File: src/rtl/imem_load_ctrl.sv
// Instruction-memory load sequencer: accepts a valid/ready word stream, owns the
// memory write port and stalls the core while busy. Optional feature: IMEM_LOAD_CHECKSUM_EN.
module imem_load_ctrl #(
  parameter int INS_ADDRESS = 9,
  parameter int INS_W       = 32
) (
  input  logic                   clk,
  input  logic                   reset,
  input  logic                   start,
  input  logic                   abort,
  input  logic [INS_ADDRESS-3:0] base_word,
  input  logic [INS_ADDRESS-2:0] num_words,
  input  logic                   s_valid,
  input  logic [INS_W-1:0]       s_data,
  output logic                   s_ready,
  output logic                   we,
  output logic [INS_ADDRESS-3:0] wa,
  output logic [INS_W-1:0]       wd,
  output logic                   core_stall,
  output logic                   busy,
  output logic                   done,
  output logic                   err
`ifdef IMEM_LOAD_CHECKSUM_EN
  ,
  input  logic [INS_W-1:0]       exp_sum,
  output logic [INS_W-1:0]       sum
`endif
);

  localparam int IW = INS_ADDRESS - 2;
  localparam int CW = INS_ADDRESS - 1;
  localparam logic [CW-1:0] DEPTH = {1'b1, {IW{1'b0}}};

  typedef enum logic [1:0] {
    S_IDLE,
    S_LOAD,
    S_DRAIN,
    S_DONE
  } state_t;

  state_t         state, state_n;
  logic [IW-1:0]  idx, idx_n;
  logic [CW-1:0]  rem, rem_n;
  logic           hs;
  logic           err_set;
  logic           sum_clr;
  logic           sum_ok;

`ifdef IMEM_LOAD_CHECKSUM_EN
  assign sum_ok = (sum == exp_sum);
`else
  assign sum_ok = 1'b1;
`endif

  // NOTE: every signal driven here gets a default first so no path infers a latch.
  always_comb begin
    state_n = state;
    idx_n   = idx;
    rem_n   = rem;
    s_ready = 1'b0;
    hs      = 1'b0;
    done    = 1'b0;
    err_set = 1'b0;
    sum_clr = 1'b0;
    unique case (state)
      S_IDLE: begin
        if (start) begin
          if (num_words != '0 && num_words <= DEPTH) begin
            idx_n   = base_word;
            rem_n   = num_words;
            sum_clr = 1'b1;
            state_n = S_LOAD;
          end else begin
            err_set = 1'b1;
          end
        end
      end
      S_LOAD: begin
        if (abort) begin
          state_n = S_IDLE;
          err_set = 1'b1;
        end else begin
          // Withhold ready during reset so the source never sees a word taken that is discarded.
          s_ready = !reset;
          hs      = s_valid && !reset;
          if (hs) begin
            idx_n = idx + 1'b1;
            rem_n = rem - 1'b1;
            if (rem == CW'(1)) state_n = S_DRAIN;
          end
        end
      end
      S_DRAIN: begin
        state_n = S_DONE;
        if (abort) begin
          state_n = S_IDLE;
          err_set = 1'b1;
        end
      end
      S_DONE: begin
        state_n = S_IDLE;
        if (sum_ok) done = 1'b1;
        else        err_set = 1'b1;
      end
      default: state_n = S_IDLE;
    endcase
    if (start && state != S_IDLE) err_set = 1'b1;
  end

  assign busy       = (state != S_IDLE);
  assign core_stall = busy;

  // NOTE: sequential state uses non-blocking assignments so every register samples pre-edge values.
  always_ff @(posedge clk) begin
    if (reset) begin
      state <= S_IDLE;
      idx   <= '0;
      rem   <= '0;
      we    <= 1'b0;
      wa    <= '0;
      wd    <= '0;
      err   <= 1'b0;
    end else begin
      state <= state_n;
      idx   <= idx_n;
      rem   <= rem_n;
      we    <= hs;
      if (hs) begin
        wa <= idx;
        wd <= s_data;
      end
      err <= err | err_set;
    end
  end

`ifdef IMEM_LOAD_CHECKSUM_EN
  always_ff @(posedge clk) begin
    if (reset)        sum <= '0;
    else if (sum_clr) sum <= '0;
    else if (hs)      sum <= sum + s_data;
  end
`else
  logic unused_ok;
  assign unused_ok = sum_clr;
`endif

endmodule

File: config.mk
export PLATFORM = sky130hd
export DESIGN_NAME = imem_load_ctrl
export DESIGN_NICKNAME = d
export VERILOG_FILES = /design/src/rtl/imem_load_ctrl.sv
export SDC_FILE = /design/constraint.sdc
export NUM_CORES = 1
export LEC_CHECK = 0
export CAP_MARGIN = 20
export CORE_MARGIN = 8
export CORE_UTILIZATION = 40
export DETAILED_ROUTE_END_ITERATION = 10
export PLACE_DENSITY = 0.8
export RECOVER_POWER = 100
export SKIP_CTS_REPAIR_TIMING = 1
export SYNTH_ARGS = -nofsm -noshare
export SYNTH_HDL_FRONTEND = slang
export SYNTH_SLANG_ARGS = --single-unit
export TNS_END_PERCENT = 5
File: constraint.sdc
create_clock -name clk -period 1.9 [get_ports clk]
set_input_delay 0.57 -clock clk [delete_from_list [all_inputs] [get_ports clk]]
set_output_delay 0.57 -clock clk [all_outputs]
set_load 0.03 [all_outputs]
; Word-level counts from Yosys, hierarchy flattened
; Index checks and enable logic that the tools add are counted.
[totals]
register_bits = 58
in_bits = 52
output_inout_bits = 45
elab_cells = 59
[op_classes]
addsub = 2
order_cmp = 1
n_eq_ne = 10
mux = 27
bitwise_logic = 1
n_reduce_logical = 11
[op_table]
columns = op, count
row1 = two-way mux 8 bit, 4
row2 = two-way mux 7 bit, 4
row3 = one-hot mux 8 bit (2 select lines), 1
row4 = one-hot mux 7 bit (2 select lines), 1
row5 = two-way mux 2 bit, 6
row6 = two-way mux 1 bit, 9
row7 = "== test 8 x 1 -> 1 bit, second input constant", 1
row8 = "<= comparator 8 bit, second input constant", 1
row9 = "!= test 2 bit, second input constant", 4
row10 = one-hot mux 2 bit (4 select lines), 1
row11 = nonzero test 8 bit, 1
row12 = "subtractor 8 x 1 -> 8 bit, second input constant", 1
row13 = "adder 7 x 1 -> 7 bit, second input constant", 1
row14 = "!= test 3 bit, second input constant", 2
row15 = AND reduction 5 bit, 1
row16 = "== test 2 bit, second input constant", 2
row17 = AND reduction 4 bit, 1
row18 = nonzero test 2 bit, 2
row19 = logical AND 1 bit, 3
row20 = one-hot mux 1 bit (3 select lines), 1
row21 = "== test 2 x 1 -> 1 bit, second input constant", 1
row22 = zero test 2 bit, 1
row23 = OR reduction 2 bit, 1
row24 = zero test 1 bit, 1
row25 = bitwise OR 1 bit, 1

; Logic depth before layout (Yosys ltp)
; Gate-level depths: netlist of run 1.
[logic_depth]
ltp_word = 7
mapped_depth = 9
ltp_nobuf = 7

; Worst setup path after synthesis of run 1
; OpenSTA, ideal clock, no wires.
[synth_path]
path_type = register to output
from = register state[1]
to = output port s_ready
arrival_ns = 1.791
required_time_ns = 1.330
path_slack_ns = -0.461
path_stages_with_launch = 7
path_buffers = 2
path_cell_list = dfxtp_1 > inv_1 > ha_1 > buf_2 > inv_1 > clkbuf_1 > nor3_1
[synth_via]
elab_chain_len = 2
[synth_rtl]
columns = item, line_no
row1 = start: declaration, 41  ; state_t state, state_n;
row2 = start signal: assignment, 124  ; state <= state_n;
row3 = == test 2 x 1 -> 1 bit, 65  ; unique case (state)
row4 = two-way mux 1 bit, 65
row5 = end: declaration, 15  ; output logic s_ready,
; No other way between the ends.

; Worst setup path in the final report of run 1
[layout_path]
from = input port reset
to = output port s_ready
[layout_via]
elab_chain_len = 3
[layout_rtl]
columns = item, line_no
row1 = start: declaration, 8  ; input logic reset,
row2 = zero test 1 bit, 84  ; s_ready = !reset;
row3 = two-way mux 1 bit, 79  ; if (abort) begin
row4 = two-way mux 1 bit, 65
; No other way between the ends.

==> results of run 1 <==
cell usage in the layout, fill, tap and decap left out, drive strengths merged, types with 5 or more instances in the layout:
cell and n:
nand2 97, dfxtp 58, clkbuf 55, o21ai 52, clkdlybuf4s50 48, buf 28
a21oi 15, inv 10, o31ai 9, ha 8, nand3 6, o211ai 6
nor3 6, nor2 5
metal layers:
metal,wire length (µm),share of wire
met2,3600,0.45
met5,0,0
met1,3758,0.46
met3,652,0.081
met4,72,0.0089
sequential cells by signal, indices dropped and copies added (netlist names):
register	flops
wd	32
rem	8
idx	7
wa	7
state	2
err	1
we	1
layout make-up:
type,count,area [µm²],area share
multi-input cells,240,1406,0.3696
flip-flops and latches,58,1164,0.3058
repair buffers,123,925.9,0.2433
clock buffers,11,141.4,0.03716
well taps,77,96.34,0.02532
inverters,11,41.29,0.01085
clock inverters,5,30.03,0.007892
critical path: cells and delay by family:
family / cells / cell delay [ns]
buffers and inverters: 3 / 0.91
AND/OR/NAND/NOR: 1 / 0.05
path summary, 6_finish.rpt:
| path | startpoint | to | slack (ns) | depth (start not counted) |
|---|---|---|---|---|
| max | reset | s_ready | -0.21 | 4 |
| min | wa[3]$_SDFFE_PP0P_ | wa[3]$_SDFFE_PP0P_ | 0.46 | 2 |
| max reg2reg | state[1]$_SDFFE_PP0P_ | wd[29]$_SDFFE_PP0P_ | 0.03 | 6 |
| min reg2reg | wa[3]$_SDFFE_PP0P_ | wa[3]$_SDFFE_PP0P_ | 0.46 | 2 |
power breakdown:
part           leakage, nW  internal (mW)  total [mW]  switching, mW
clock               0.0851          0.501       0.998          0.497
combinational        0.863          0.407       0.939          0.531
sequential           0.472           1.30        1.37         0.0722
cells by family after synthesis:
| logic type | share of synthesized area |
|---|---|
| buffers and inverters | 0.05173 |
| adder cells (fa/ha/maj) | 0.03797 |
| AO/OA/AOI/OAI | 0.2478 |
| multiplexers | 0.01139 |
| AND/OR/NAND/NOR | 0.2107 |
| flip-flops | 0.4404 |
==> run summary, run 1 <==
outcome -> complete, but fails checks
failing checks -> setup timing
total standard cell area after synthesis -> 0.002636 mm²
drt first pass iters -> 4
dpl cell area -> 0.003802 mm²
number of warnings issued by yosys -> 0
peak fanout along the critical path -> 19
post-place setup slack -> -0.4861 ns
share of post-route cells with drive strength above 1 -> 0.1473
clock-pin transition on the worst setup and hold timing paths -> 0.07 ns
count of final max-slew check failures -> 0
maximum number of pins on one net before global-route repair -> 47
setup TNS -> -0.4711 ns
count of maximum capacitance violations -> 0
most area-consuming cells after synthesis -> sky130_fd_sc_hd__dfxtp_1, sky130_fd_sc_hd__nand2_1, sky130_fd_sc_hd__o21ai_0
area of all placed cells without fillers -> 0.003805 mm²
delay of the slowest cell on the worst path -> 0.47 ns
Synth Area per Inst -> 7.965 µm²
Area Overhead vs Synth -> 44.33%
remaining max-slew budget at the tightest pin -> 0.6479
clk sinks -> 58
fin util -> 0.5992
Max rail drop VDD -> 0.0004621 V
slew at the pin closest to its max-slew limit -> 0.5282 ns
final critical delay including setup and external delays -> 2.105 ns
Layout Skew -> 0.006106 ns
post-synthesis cell type count -> 44
top cell type's share of synthesized area -> 0.4404
met3 Track Usage GR -> 0.06117
cell at the root of the clock tree -> sky130_fd_sc_hd__clkbuf_8
average wire per cell in the routed design -> 15.40 µm
total power density per cell area -> 869.6 mW/mm²
path type of the worst setup path -> primary input to primary output
Overall Power -> 3.309 mW
count of endpoints failing hold in the final timing report -> 0
most frequent cells after synthesis -> sky130_fd_sc_hd__nand2_1, sky130_fd_sc_hd__dfxtp_1, sky130_fd_sc_hd__o21ai_0
number of synthesized flops with an enable pin -> 0
nets in the synthesized netlist -> 391
Die H -> 97.19 µm
clk buf depth -> 2
H-tree depth -> 3
total global-route track usage -> 0.1609
Data required, critical path -> 1.33 ns
number of antenna violations at the first check in global routing -> 0
effective utilization at floorplan -> 0.4152
Cell Chain, Critical Path -> clkdlybuf4s50_1, buf_4, nor3_4, buf_4
met1 track demand over resource -> 0.2104
post-DP HPWL -> 5839 µm
final worst-path cycle share -> 1.108
most frequent cell after synthesis -> sky130_fd_sc_hd__nand2_1
Antenna Nets Post-Route -> 0
setup repair after global routing missed its margin -> true
fill cell instance count of the final layout -> 604
leading area contributor after synthesis -> sky130_fd_sc_hd__dfxtp_1
fraction of registers with async set or reset after synthesis -> 0
total clock buffers created by CTS -> 9
number of cells produced by synthesis -> 331
most heavily used metal layer in global routing -> met2
first-pass GRT wire length -> 12570 µm
Leak -> 1.420 nW
prevailing post-synth register cell -> sky130_fd_sc_hd__dfxtp_1
Placed Instances -> 506
die width -> 97.19 µm
clock tree from TritonCTS -> built
Die ar. -> 0.009445 mm²
Final Setup Violations -> 8
Setup crit start kind -> primary input
post-route setup slack -> -0.2052 ns
share of the yosys chip area belonging to registers -> 0.4404
achievable frequency -> 475.0 MHz
vias in the first global route -> 2539
slowest stage cell on the critical path -> sky130_fd_sc_hd__clkdlybuf4s50_1
Setup crit end kind -> primary output
count of antenna diodes in the layout -> 0
core area -> 0.006350 mm²
Port-buffer cells -> 96
overflow left after global routing -> 0
worst hold path class -> register to register
final hold slack -> 0.4574 ns
Final Wtd Congestion -> 0.8311
post-route insts no fill -> 525
floorplan row count -> 29
worst-skew pair later-pin latency -> 0.34 ns
routing usage on met2 -> 0.2385
flip-flop and latch count after synthesis -> 58
total via count in the routed design -> 2722
Post-Route WL -> 8083 µm
Top cell by count, worst path -> sky130_fd_sc_hd__buf_4
residual DRC count -> 0
vias per cell -> 5.185
fin nets -> 503
number of DRC markers in iteration 0 -> 187
data arrival time at the worst-slack endpoint -> 1.54 ns
ports placed on the boundary -> 97
Note: power is estimated with default switching activity, not from simulation.
==> run 2: changes to the inputs <==
GPL_ROUTABILITY_DRIVEN = 0   (was unset)
PLACE_DENSITY = 0.82   (was 0.8)
==> run 2 against run 1 <==
The run still ends with setup timing left. Sequential power hardly changed. Global-route usage is 0.25 points lower. Non-clock buffer count is 2 higher. Final cell count is 0.38% higher. Setup slack better by 0.011 ns. Hold slack worse by 0.0037 ns. Critical endpoint unchanged. Largest cell class unchanged. Largest power group unchanged.
==> run summary, run 2 (synthesized netlist as in run 1, its figures left out) <==
final hold slack -> 0.4536 ns (was 0.4574 ns)
delay of the slowest cell on the worst path -> 0.47 ns (about the same)
Data required, critical path -> 1.33 ns (about the same)
final critical delay including setup and external delays -> 2.094 ns (was 2.105 ns)
H-tree depth -> 3 (unchanged)
slew at the pin closest to its max-slew limit -> 0.4756 ns (was 0.5282 ns)
total global-route track usage -> 0.1584 (was 0.1609)
die width -> 97.19 µm (unchanged)
endpoint of the lowest-slack register-to-register path -> rem[6]$_SDFFE_PP0P_ (was wd[29]$_SDFFE_PP0P_)
post-DP HPWL -> 5730 µm (was 5839 µm)
number of DRC markers in iteration 0 -> 139 (was 187)
overflow left after global routing -> 0 (unchanged)
worst-skew pair later-pin latency -> 0.34 ns (about the same)
peak fanout along the critical path -> 19 (unchanged)
start of the worst register-to-register path -> rem[0]$_SDFFE_PP0P_ (was state[1]$_SDFFE_PP0P_)
CP Launch Point -> reset (unchanged)
ports placed on the boundary -> 97 (unchanged)
post-place setup slack -> -0.4732 ns (was -0.4861 ns)
Die H -> 97.19 µm (unchanged)
count of maximum capacitance violations -> 0 (unchanged)
Setup crit end kind -> primary output (unchanged)
CP top delay family -> buffers and inverters (unchanged)
worst hold path class -> register to register (unchanged)
flip-flop count of the largest register after layout -> 32 (unchanged)
remaining max-slew budget at the tightest pin -> 0.6829 (was 0.6479)
count of final max-slew check failures -> 0 (unchanged)
count of endpoints failing hold in the final timing report -> 0 (unchanged)
R2R depth -> 7 (was 6)
register containing the most flip-flops in the final layout -> wd (unchanged)
startpoint of the tightest hold check path -> wd[30]$_SDFFE_PP0P_ (was wa[3]$_SDFFE_PP0P_)
outcome -> complete, but fails checks (unchanged)
cell depth of the worst hold path -> 2 (unchanged)
failing checks -> setup timing (unchanged)
final worst-path cycle share -> 1.102 (was 1.108)
average wire per cell in the routed design -> 15.98 µm (was 15.40 µm)
Antenna Nets Post-Route -> 0 (unchanged)
fill cell instance count of the final layout -> 615 (was 604)
Hold Crit Endpoint -> wd[30]$_SDFFE_PP0P_ (was wa[3]$_SDFFE_PP0P_)
Area Overhead vs Synth -> 48.36% (was 44.33%)
drt first pass iters -> 4 (unchanged)
setup repair after global routing missed its margin -> true (unchanged)
data arrival time at the worst-slack endpoint -> 1.52 ns (was 1.54 ns)
path type of the worst setup path -> primary input to primary output (unchanged)
leading cell types in the layout, fill and taps excluded -> sky130_fd_sc_hd__nand2_1, sky130_fd_sc_hd__dfxtp_1, sky130_fd_sc_hd__o21ai_0, sky130_fd_sc_hd__clkdlybuf4s50_1, sky130_fd_sc_hd__clkbuf_1 (unchanged)
Leak -> 1.493 nW (was 1.420 nW)
Setup crit start kind -> primary input (unchanged)
Port-buffer cells -> 96 (unchanged)
Placed Instances -> 506 (unchanged)
Layout Skew -> 0.01327 ns (was 0.006106 ns)
clk sinks -> 58 (unchanged)
core area -> 0.006350 mm² (unchanged)
clock tree from TritonCTS -> built (unchanged)
post-route insts no fill -> 527 (was 525)
Cell Chain, Critical Path -> clkdlybuf4s50_1, buf_4, nor3_4, buf_4 (unchanged)
first-pass GRT wire length -> 12410 µm (was 12570 µm)
residual DRC count -> 0 (unchanged)
total power density per cell area -> 911.7 mW/mm² (was 869.6 mW/mm²)
effective utilization at floorplan -> 0.4152 (unchanged)
post-route setup slack -> -0.1942 ns (was -0.2052 ns)
most common cell after layout, fill and taps aside -> sky130_fd_sc_hd__nand2_1 (unchanged)
slowest stage cell on the critical path -> sky130_fd_sc_hd__clkdlybuf4s50_1 (unchanged)
top flop regs -> wd: 32 flops, rem: 8 flops (unchanged)
fin nets -> 505 (was 503)
Max rail drop VDD -> 0.0005181 V (was 0.0004621 V)
Die ar. -> 0.009445 mm² (unchanged)
number of buffer and inverter instances along the worst setup path -> 3 (unchanged)
count of antenna diodes in the layout -> 0 (unchanged)
setup TNS -> -1.515 ns (was -0.4711 ns)
total via count in the routed design -> 2761 (was 2722)
fin util -> 0.6160 (was 0.5992)
achievable frequency -> 477.5 MHz (was 475.0 MHz)
Top cell by count, worst path -> sky130_fd_sc_hd__buf_4 (unchanged)
total clock buffers created by CTS -> 9 (unchanged)
number of antenna violations at the first check in global routing -> 0 (unchanged)
clock-pin transition on the worst setup and hold timing paths -> 0.07 ns (about the same)
share of post-route cells with drive strength above 1 -> 0.1578 (was 0.1473)
Worst R2R Setup Slack -> 0.03 ns (about the same)
Final Setup Violations -> 18 (was 8)
vias in the first global route -> 2541 (was 2539)
clk buf depth -> 2 (unchanged)
vias per cell -> 5.239 (was 5.185)
Post-Route WL -> 8421 µm (was 8083 µm)
cell at the root of the clock tree -> sky130_fd_sc_hd__clkbuf_8 (unchanged)
floorplan row count -> 29 (unchanged)
maximum number of pins on one net before global-route repair -> 49 (was 47)
run 2: changes by cell type in the layout (fill, tap and decap cells not counted), sizes merged:
cell          before  now
bufinv             0    1
clkinvlp           2    0
clkbuf            55   54
buf               28   31
dlymetal6s2s       3    4
run 2: worst max path at each step:
stage,end,slack [ns],cells after the start
after floorplan,s_ready,0.005,6
after global placement,rem[1]$_SDFFE_PP0P_,-0.39,6
after detailed placement,idx[0]$_SDFFE_PP0P_,-0.47,7
after CTS,s_ready,-0.28,6
after global routing,s_ready,-0.24,4
final,s_ready,-0.19,4
run 2: where the power goes:
group	internal, mW	leakage (nW)	switching, mW
registers	1.30	0.471	0.0812
logic	0.439	0.910	0.537
clock network	0.711	0.112	0.498
total	2.45	1.49	1.12
run 2: cell type report:
type	count	area, µm²	share of cell area
Multi-Input combinational cell	240	1418	0.3624
Sequential cell	58	1162	0.2972
Timing Repair Buffer	125	979.7	0.2505
Clock buffer	12	165.2	0.04223
Tap cell	77	96.34	0.02463
Clock inverter	4	48.80	0.01248
Inverter	11	41.29	0.01056
run 2: stage by stage:
stage	power [mW]	cell area, µm²
global placement	2.295	3840
global route	3.713	3911
finish	3.566	3911
detailed placement	2.323	3840
CTS	3.549	4054
floorplan	1.924	2654
run 2: layer usage:
layer | GRT usage | vias up | wire [µm]
met4 | 0.06391 | 0 | 112
met2 | 0.2573 | 115 | 3830
met1 | 0.1838 | 1254 | 3809
li1 | - | 1379 | -
met3 | 0.05761 | 13 | 669
met5 | 0 | - | 0
run 2: worst reg2reg max path, stage by stage (launching register included):
cell	delay (ns)
sky130_fd_sc_hd__dfxtp_1	0.41
sky130_fd_sc_hd__inv_1	0.11
sky130_fd_sc_hd__ha_1	0.22
sky130_fd_sc_hd__or3b_2	0.50
sky130_fd_sc_hd__o21ai_0	0.17
sky130_fd_sc_hd__nand2_1	0.07
sky130_fd_sc_hd__o211ai_1	0.17
sky130_fd_sc_hd__o31ai_1	0.11
